## config.mk

```make
export PLATFORM = sky130hd
export DESIGN_NAME = led7_scan_ctrl
export DESIGN_NICKNAME = d
export VERILOG_FILES = /design/src/rtl/led7_pkg.sv /design/src/rtl/led7.sv /design/src/rtl/led7_scan_ctrl.sv
export SDC_FILE = /design/constraint.sdc
export NUM_CORES = 1
export LEC_CHECK = 0
export BUFFER_PORTS_ARGS = -buffer_cell sky130_fd_sc_hd__buf_4
export CORE_ASPECT_RATIO = 1.4
export CORE_MARGIN = 2
export CORE_UTILIZATION = 45
export DETAILED_ROUTE_END_ITERATION = 6
export GPL_TIMING_DRIVEN = 0
export PLACE_DENSITY = 0.67
export SLEW_MARGIN = 20
export SYNTH_ARGS = -nofsm -noshare
export SYNTH_HDL_FRONTEND = slang
export SYNTH_SLANG_ARGS = --single-unit
```

## constraint.sdc

```tcl
create_clock -name clk -period 3.1 [get_ports clk]
set_clock_uncertainty 0.2 [all_clocks]
set_input_delay 0.155 -clock clk [delete_from_list [all_inputs] [get_ports clk]]
set_output_delay 0.155 -clock clk [all_outputs]
set_load 0.005 [all_outputs]
```

## src/rtl/led7_pkg.sv

```systemverilog
// Shared types, constants and the leading-zero blanking helper for the 7-segment scan controller.
package led7_pkg;

  localparam logic [6:0] SEG_BLANK = 7'h7F;
  localparam int         MAX_DIG   = 16;

  typedef logic [3:0] bcd_t;

  // Bit k set when digit k is zero and every higher digit is zero; digit 0 is never blanked.
  // Callers zero-extend their digit vector, so unused upper digits read as zero.
  function automatic logic [MAX_DIG-1:0] lz_mask(input logic [4*MAX_DIG-1:0] disp,
                                                 input logic                 lz_en);
    logic [MAX_DIG-1:0] mask;
    logic               hi_zero;
    mask    = '0;
    hi_zero = 1'b1;
    for (int k = MAX_DIG - 1; k >= 0; k--) begin
      hi_zero = hi_zero && (disp[4*k +: 4] == 4'd0);
      mask[k] = lz_en && hi_zero && (k != 0);
    end
    return mask;
  endfunction

endpackage

```

## src/rtl/led7.sv

```systemverilog
// BCD to active-low 7-segment decoder, segments ordered {a,b,c,d,e,f,g}.
module led7
  import led7_pkg::*;
(
  input  bcd_t       i_bcd,
  output logic [6:0] o_seg
);

  always_comb begin
    case (i_bcd)
      4'd0:    o_seg = 7'b0000001;
      4'd1:    o_seg = 7'b1001111;
      4'd2:    o_seg = 7'b0010010;
      4'd3:    o_seg = 7'b0000110;
      4'd4:    o_seg = 7'b1001100;
      4'd5:    o_seg = 7'b0100100;
      4'd6:    o_seg = 7'b0100000;
      4'd7:    o_seg = 7'b0001111;
      4'd8:    o_seg = 7'b0000000;
      4'd9:    o_seg = 7'b0000100;
      default: o_seg = 7'b0000000;
    endcase
  end

endmodule

```

## src/rtl/led7_scan_ctrl.sv

```systemverilog
// Time-multiplexed NDIG-digit 7-segment scanner with anti-ghost blanking,
// frame-synchronous (tear-free) digit updates and optional leading-zero suppression.
module led7_scan_ctrl
  import led7_pkg::*;
#(
  parameter int NDIG  = 4,
  parameter int DIV   = 50000,
  parameter int BLANK = 500
) (
  input  logic                clk,
  input  logic                reset,
  input  logic [4*NDIG-1:0]   value,
  input  logic                load,
  input  logic                lz_en,
  output logic                pending,
  output logic                frame_tick,
  output logic [NDIG-1:0]     an,
  output logic [6:0]          seg
);

  localparam int CW = $clog2(DIV);
  localparam int IW = $clog2(NDIG);
  localparam logic [CW-1:0] CNT_LAST = CW'(DIV - 1);
  localparam logic [IW-1:0] IDX_LAST = IW'(NDIG - 1);

  logic [CW-1:0]        r_cnt;
  logic [IW-1:0]        r_idx;
  logic [4*NDIG-1:0]    r_disp, r_shadow;
  logic                 r_pending, r_tick;
  logic [NDIG-1:0]      r_an;
  logic [6:0]           r_seg;

  logic                 w_slot_end, w_fb, w_blank_win, w_lz, w_unused_mask;
  logic [4*MAX_DIG-1:0] w_disp_ext;
  logic [MAX_DIG-1:0]   w_mask_full;
  bcd_t                 w_dig;
  logic [NDIG-1:0]      w_an_sel, w_an_nxt;
  logic [6:0]           w_dec_seg, w_seg_nxt;

  assign w_slot_end = (r_cnt == CNT_LAST);
  assign w_fb       = w_slot_end && (r_idx == IDX_LAST);

  // Anti-ghost gap at the head of each slot; a zero-length gap never blanks.
  generate
    if (BLANK == 0) begin : g_noblank
      assign w_blank_win = 1'b0;
    end else begin : g_blank
      assign w_blank_win = (r_cnt < CW'(BLANK));
    end
    if (NDIG < MAX_DIG) begin : g_unused
      assign w_unused_mask = ^w_mask_full[MAX_DIG-1:NDIG];
    end else begin : g_full
      assign w_unused_mask = 1'b0;
    end
  endgenerate

  always_comb begin
    w_disp_ext              = '0;
    w_disp_ext[4*NDIG-1:0]  = r_disp;
  end

  assign w_mask_full = lz_mask(w_disp_ext, lz_en);

  // Explicit compare mux so idx codes past NDIG-1 select nothing.
  always_comb begin
    w_dig    = '0;
    w_lz     = 1'b0;
    w_an_sel = '1;
    for (int k = 0; k < NDIG; k++) begin
      if (r_idx == IW'(k)) begin
        w_dig       = r_disp[4*k +: 4];
        w_lz        = w_mask_full[k];
        w_an_sel[k] = 1'b0;
      end
    end
  end

  led7 u_dec (
    .i_bcd (w_dig),
    .o_seg (w_dec_seg)
  );

  assign w_an_nxt  = w_blank_win ? '1 : w_an_sel;
  assign w_seg_nxt = (w_blank_win || w_lz || (w_dig > 4'd9)) ? SEG_BLANK : w_dec_seg;

  always_ff @(posedge clk) begin
    if (reset) begin
      r_cnt     <= '0;
      r_idx     <= '0;
      r_disp    <= '0;
      r_shadow  <= '0;
      r_pending <= 1'b0;
      r_tick    <= 1'b0;
      r_an      <= '1;
      r_seg     <= SEG_BLANK;
    end else begin
      if (w_slot_end) begin
        r_cnt <= '0;
        r_idx <= (r_idx == IDX_LAST) ? '0 : r_idx + 1'b1;
      end else begin
        r_cnt <= r_cnt + 1'b1;
      end

      r_tick <= w_fb;

      // A load coinciding with the frame boundary bypasses the shadow.
      if (w_fb) begin
        if (load) begin
          r_disp   <= value;
          r_shadow <= value;
        end else if (r_pending) begin
          r_disp   <= r_shadow;
        end
        r_pending <= 1'b0;
      end else if (load) begin
        r_shadow  <= value;
        r_pending <= 1'b1;
      end

      r_an  <= w_an_nxt;
      r_seg <= w_seg_nxt;
    end
  end

  assign pending    = r_pending;
  assign frame_tick = r_tick;
  assign an         = r_an;
  assign seg        = r_seg;

endmodule

```

After elaboration in Yosys (flattened, before gate mapping)

Memory sizes are Yosys's and may differ from the RTL's. A register that Yosys moved wholly into a read port is not among the register bits.
Index checks and enable logic that the tools add are counted.

Flip-flop bits (word level): 56
Memory bits (read-only): 112
Output and inout bits: 13
Memories: 1

Memories:

| name            | depth | bits a word | rd ports | clocked after memory_dff | write ports | RTL line   | text |
|---|---|---|---|---|---|---|---|
| (no name shown) | 16    | 7           | 1        | 1                        | 0           | led7.sv:10 | `case (i_bcd)` |

Add/subtract/negate cells: 2
Magnitude comparators: 2
Equal/unequal tests: 4
Mux-type cells: 14
Reductions and logical operators: 18

Operators with widths:

| kind                  | number |
|---|---|
| $mux 16               | 2 |
| $add 16x1->16 const B | 1 |
| $eq 16x16->1 const B  | 1 |
| $lt 16x9->1 const B   | 1 |
| $mux 4                | 4 |
| $logic_not 4->1       | 3 |
| $reduce_or 2->1       | 4 |
| $mux 1                | 7 |
| $logic_and 1x1->1     | 6 |
| $eq 2x2->1 const B    | 2 |
| $gt 4x4->1 const B    | 1 |
| $add 2x1->2 const B   | 1 |
| $eq 2x1->1 const B    | 1 |
| $logic_not 2->1       | 1 |
| $logic_or 1x1->1      | 2 |
| $mux 2                | 1 |
| $reduce_and 2->1      | 1 |
| $reduce_bool 2->1     | 1 |

Depth between registers and ports, before layout

Depth in word-level cells: 10
Mapped depth: 11
Gate-level depth less buffers: 10

Modules after synthesis

From an unflattened synthesis, not the netlist that was laid out.

Cells, all modules: 290
Area total of the unflattened synthesis: 2896.5 µm²

By module, submodules not included:

| module         | instances | cells an instance | area each (µm²) | sequential area each (µm²) |
|---|---|---|---|---|
| led7_scan_ctrl | 1         | 265               | 2686.3          | 1261.2 |
| led7           | 1         | 25                | 210.2           | 0.0 |

Least setup slack after synthesis

OpenSTA, ideal clock, no wires.

Kind: reg2reg
Start point: reg r_idx[0]
End point: reg r_seg[5], in the netlist seg[5]
Setup time: 56 ps
Arrival time: 2636 ps
Data required time: 2844 ps
Slack: 207 ps
Cell stages (with the launch flop): 12
Period minus slack after synthesis: 2893 ps
Path through: dfxtp_1 -> ha_1 -> clkbuf_1 -> clkbuf_1 -> a211oi_1 -> a221oi_1 -> inv_1 -> ha_1 -> or2_2 -> or2_2 -> a21oi_1 -> or3b_2

Word-level cells in the longest chain between the ends: 8
Elaborated cells between the ends (all ways): 15

RTL lines:

| element                          | RTL line             | text |
|---|---|---|
| start: declaration               | led7_scan_ctrl.sv:27 | `logic [IW-1:0] r_idx;` |
| start signal: assignment         | led7_scan_ctrl.sv:99 | `r_idx <= (r_idx == IDX_LAST) ? '0 : r_idx + 1'b1;` |
| $logic_not 2->1                  | led7_scan_ctrl.sv:70 | `if (r_idx == IW'(k)) begin` |
| $mux 4 (4 in a row)              | led7_scan_ctrl.sv:70 |  |
| $gt 4x4->1                       | led7_scan_ctrl.sv:84 | `assign w_seg_nxt = (w_blank_win \|\| w_lz \|\| (w_dig > 4'd9)) ? SEG_BLANK : w_dec_seg;` |
| $logic_or 1x1->1                 | led7_scan_ctrl.sv:84 |  |
| $reduce_or 2->1 (no source line) | --                   |  |
| end: declaration                 | led7_scan_ctrl.sv:31 | `logic [6:0] r_seg;` |

Parallel ways exist; a longest one is shown, timed or not.
A chain may end at the register's enable or synchronous reset.

Worst setup path in the final report

Ends and elaborated chain as after synthesis.

==> results.md <==
- internal power: 0.00137 W
- worst hold slack: 165 ps
- most instantiated library cell after synthesis: dfxtp_1
- Routed WL per cell: 12.9 µm
- via count of the first global-routing pass: 2,087
- number of inserted diodes: 0
- multi-input gate area in the final layout: 0.00140 mm²
- maximum vdd drop: 0.260 mV
- Hold Vio Cnt, Final: 0
- number of detailed-route iterations in the first pass: 4
- core area: 0.00613 mm²
- antenna-violating nets left: 0
- Setup violations, final: 0
- total grt overflow: 0
- Worst Setup Slack, final: 132 ps
- Syn Std Cell Area: 0.00281 mm²
- detailed-route via count: 2,246
- Synth Flop Type: dfxtp_1
- status: finished, final reports clean
- mean instance size in the synthesized netlist: 9.36 µm²
- CTS tree: yes
- HPWL after DPL: 3990 µm
- sequential fraction of design power: 0.483
- Fill cells: 585
- Crit. End Element: register
- FFs w/ async S/R, synth: 0
- Initial Util: 0.459
- number of flops mapped to enable cells by yosys: 0
- share of post-route cells with drive strength above 1: 0.162
- violation count after the first detailed-route iteration: 70
- Overall Global Routing Usage: 0.171
- final slew viol count: 0
- Syn. warnings: 0
- Top Ports: 33
- leakage power figure: 1.40 nW
- Max-Slew Margin vs Limit: 0.536
- Synthesized Nets: 330
- Final Net Count: 390
- type of the worst min-delay path: input port to register
- Synth area leader: dfxtp_1
- flip-flop and latch area: 0.00126 mm²
- top post-synthesis cells by area: dfxtp_1 (45%), mux2i_1 (12%), nor2_1 (5.2%)
- number of sinks handled by clock tree synthesis: 63
- Synth top cells by count: dfxtp_1 (63), nor2_1 (39), mux2i_1 (35), inv_1 (21), nor2b_1 (18)
- Vias per Instance: 5.14
- power density over the cells: 485 mW/mm²
- initial antenna violation count: 0
- setup slack at placement: -370 ps
- worst-case clock buffer depth: 2
- total net switching power: 0.000352 W
- master cell of the clock root buffer: clkbuf_8
- Distinct cells, synth: 45
- insertion delay of the later-clocked pin in the worst-skew pair: 340 ps
- total die area: 0.00690 mm²
- signed area change from the synthesized netlist to the final layout: 26.5%
- final WL: 5660 µm
- Worst EP required: 3180 ps
- register bit count reported by yosys: 63
- nature of the critical path startpoint: register
- maximum number of pins on one net before global-route repair: 11
- max_cap viols: 0
- CTS clock-pin slew for the worst setup and hold paths: 70 ps
- number of buffers created by CTS: 9
- Tightest Pin Transition: 697 ps
- # port buffers: 31
- Max Fanout on Critical Path: 10
- width of the die: 70.8 µm
- Clock power frac: 0.465
- number of standard cells after synthesis: 300
- RSZ-0062 raised after global routing: true
- Worst Path Arrival: 3050 ps
- Switching Fraction: 0.204
- relative contribution of combinational cells to total power: 0.052
- level count of the clock H-tree: 3
- type of the worst setup path: register to register
- Std-Cell Rows: 34
- final non-filler cell total: 437
- final estimated routing congestion in global placement: 0.826
- maximum operating frequency: 337 MHz
- Placed Instances: 403
- global-route wire length before repair: 9320 µm
- minimum period implied by the final worst setup slack: 2970 ps
- DRC: 0
- share of the synthesized area in the top cell type: 0.449
- sequential area share after synthesis: 0.449
- fin crit share: 0.958
- vertical extent of the die: 97.5 µm
## layout make-up
cell class / count / area share
repair buffers: 49 / 0.115
inverters: 21 / 0.0222
multi-input cells: 200 / 0.394
well taps: 72 / 0.0254
plain buffers: 16 / 0.0250
clock buffers: 13 / 0.0447
flip-flops and latches: 63 / 0.355
clock inverters: 3 / 0.0183
## power by group through the flow
stage          Combinational, W  Sequential (W)  Clock [W]
3_3_place_gp          0.0000730        0.000850          0
4_1_cts               0.0000911        0.000832   0.000818
6_report              0.0000897        0.000832   0.000801
5_1_grt               0.0000999        0.000833   0.000849
3_5_place_dp          0.0000742        0.000850          0
2_1_floorplan         0.0000429        0.000849          0
## through the flow
stage | TNS, ps | util | cell area (µm²) | power [W]
after CTS | 0 | 0.578 | 3540 | 0.00174
after detailed placement | -2320 | 0.511 | 3130 | 0.000925
final | 0 | 0.580 | 3550 | 0.00172
after global routing | -35.7 | 0.580 | 3550 | 0.00178
after floorplan | 0 | - | 2810 | 0.000892
after global placement | -1770 | 0.511 | 3130 | 0.000923
## timing repair
action,in CTS,in global routing
gates cloned,0,0
hold buffers,17,0
pin swaps,0,1
hold endpoints to repair,20,0
resized for setup,4,1
setup endpoints to repair,7,7
setup buffers,0,1
## worst paths after layout
check	from	to	slack, ps	depth (start not counted)
worst max-delay path	r_idx[0]	seg[5]	130	12
worst min-delay path	load	r_shadow[0]	160	3
worst max register to register	r_idx[0]	seg[5]	130	12
worst min register to register	r_cnt[0]	r_cnt[0]	240	1
## worst max-delay path, stage by stage (launching register included)
cell	delay (ps)
dfxtp_1	400
ha_1	170
clkbuf_1	260
clkbuf_4	300
a211oi_1	80
a221oi_2	240
buf_4	170
inv_1	70
ha_1	210
or2_2	290
or2_2	270
a21oi_1	130
or3b_2	130
## routing by layer
metal	part of all wire	wire [µm]	global-route usage	vias to the layer above
met3	0.040	225	0.0519	14
met2	0.52	2950	0.298	39
met1	0.42	2370	0.183	1061
met4	0.020	116	0.0856	0
li1	-	-	-	1132
met5	0	0	0	-
## layout by cell type (no fill, tap or decap), drive strengths merged, types with 2 or more instances in the layout
cell / netlist / layout
bufinv: 0 / 2
nand3: 5 / 5
nor4: 4 / 4
xor2: 11 / 11
inv: 21 / 21
or2: 3 / 3
o2111ai: 2 / 2
and4: 2 / 2
a211oi: 3 / 3
nor3: 3 / 3
clkbuf: 11 / 24
nand4: 5 / 5
and3: 2 / 2
or3: 2 / 2
mux2i: 35 / 35
nor3b: 4 / 4
nor2b: 18 / 18
nor2: 39 / 39
a21oi: 8 / 8
ha: 10 / 10
nand3b: 3 / 3
buf: 5 / 37
dfxtp: 63 / 63
dlygate4sd3: 0 / 17
nand2: 17 / 17
o21ai: 7 / 7
## state kept, by name, summed over array words and instances, names as in the netlist
name	count
r_cnt	16
r_disp	16
r_shadow	16
seg	7
an	4
r_idx	2
frame_tick	1
pending	1
## cell families (layout without fill, tap and decap cells)
family                   Yosys count  after routing  synth area share
XOR/XNOR                          12             12            0.0374
AO/OA/AOI/OAI                     29             29            0.0677
adder cells (fa/ha/maj)           10             10            0.0445
multiplexers                      35             35             0.125
flip-flops                        63             63             0.449
buffers and inverters             37            102            0.0584
AND/OR/NAND/NOR                  114            114             0.218
(Power assumes the default switching activity.)
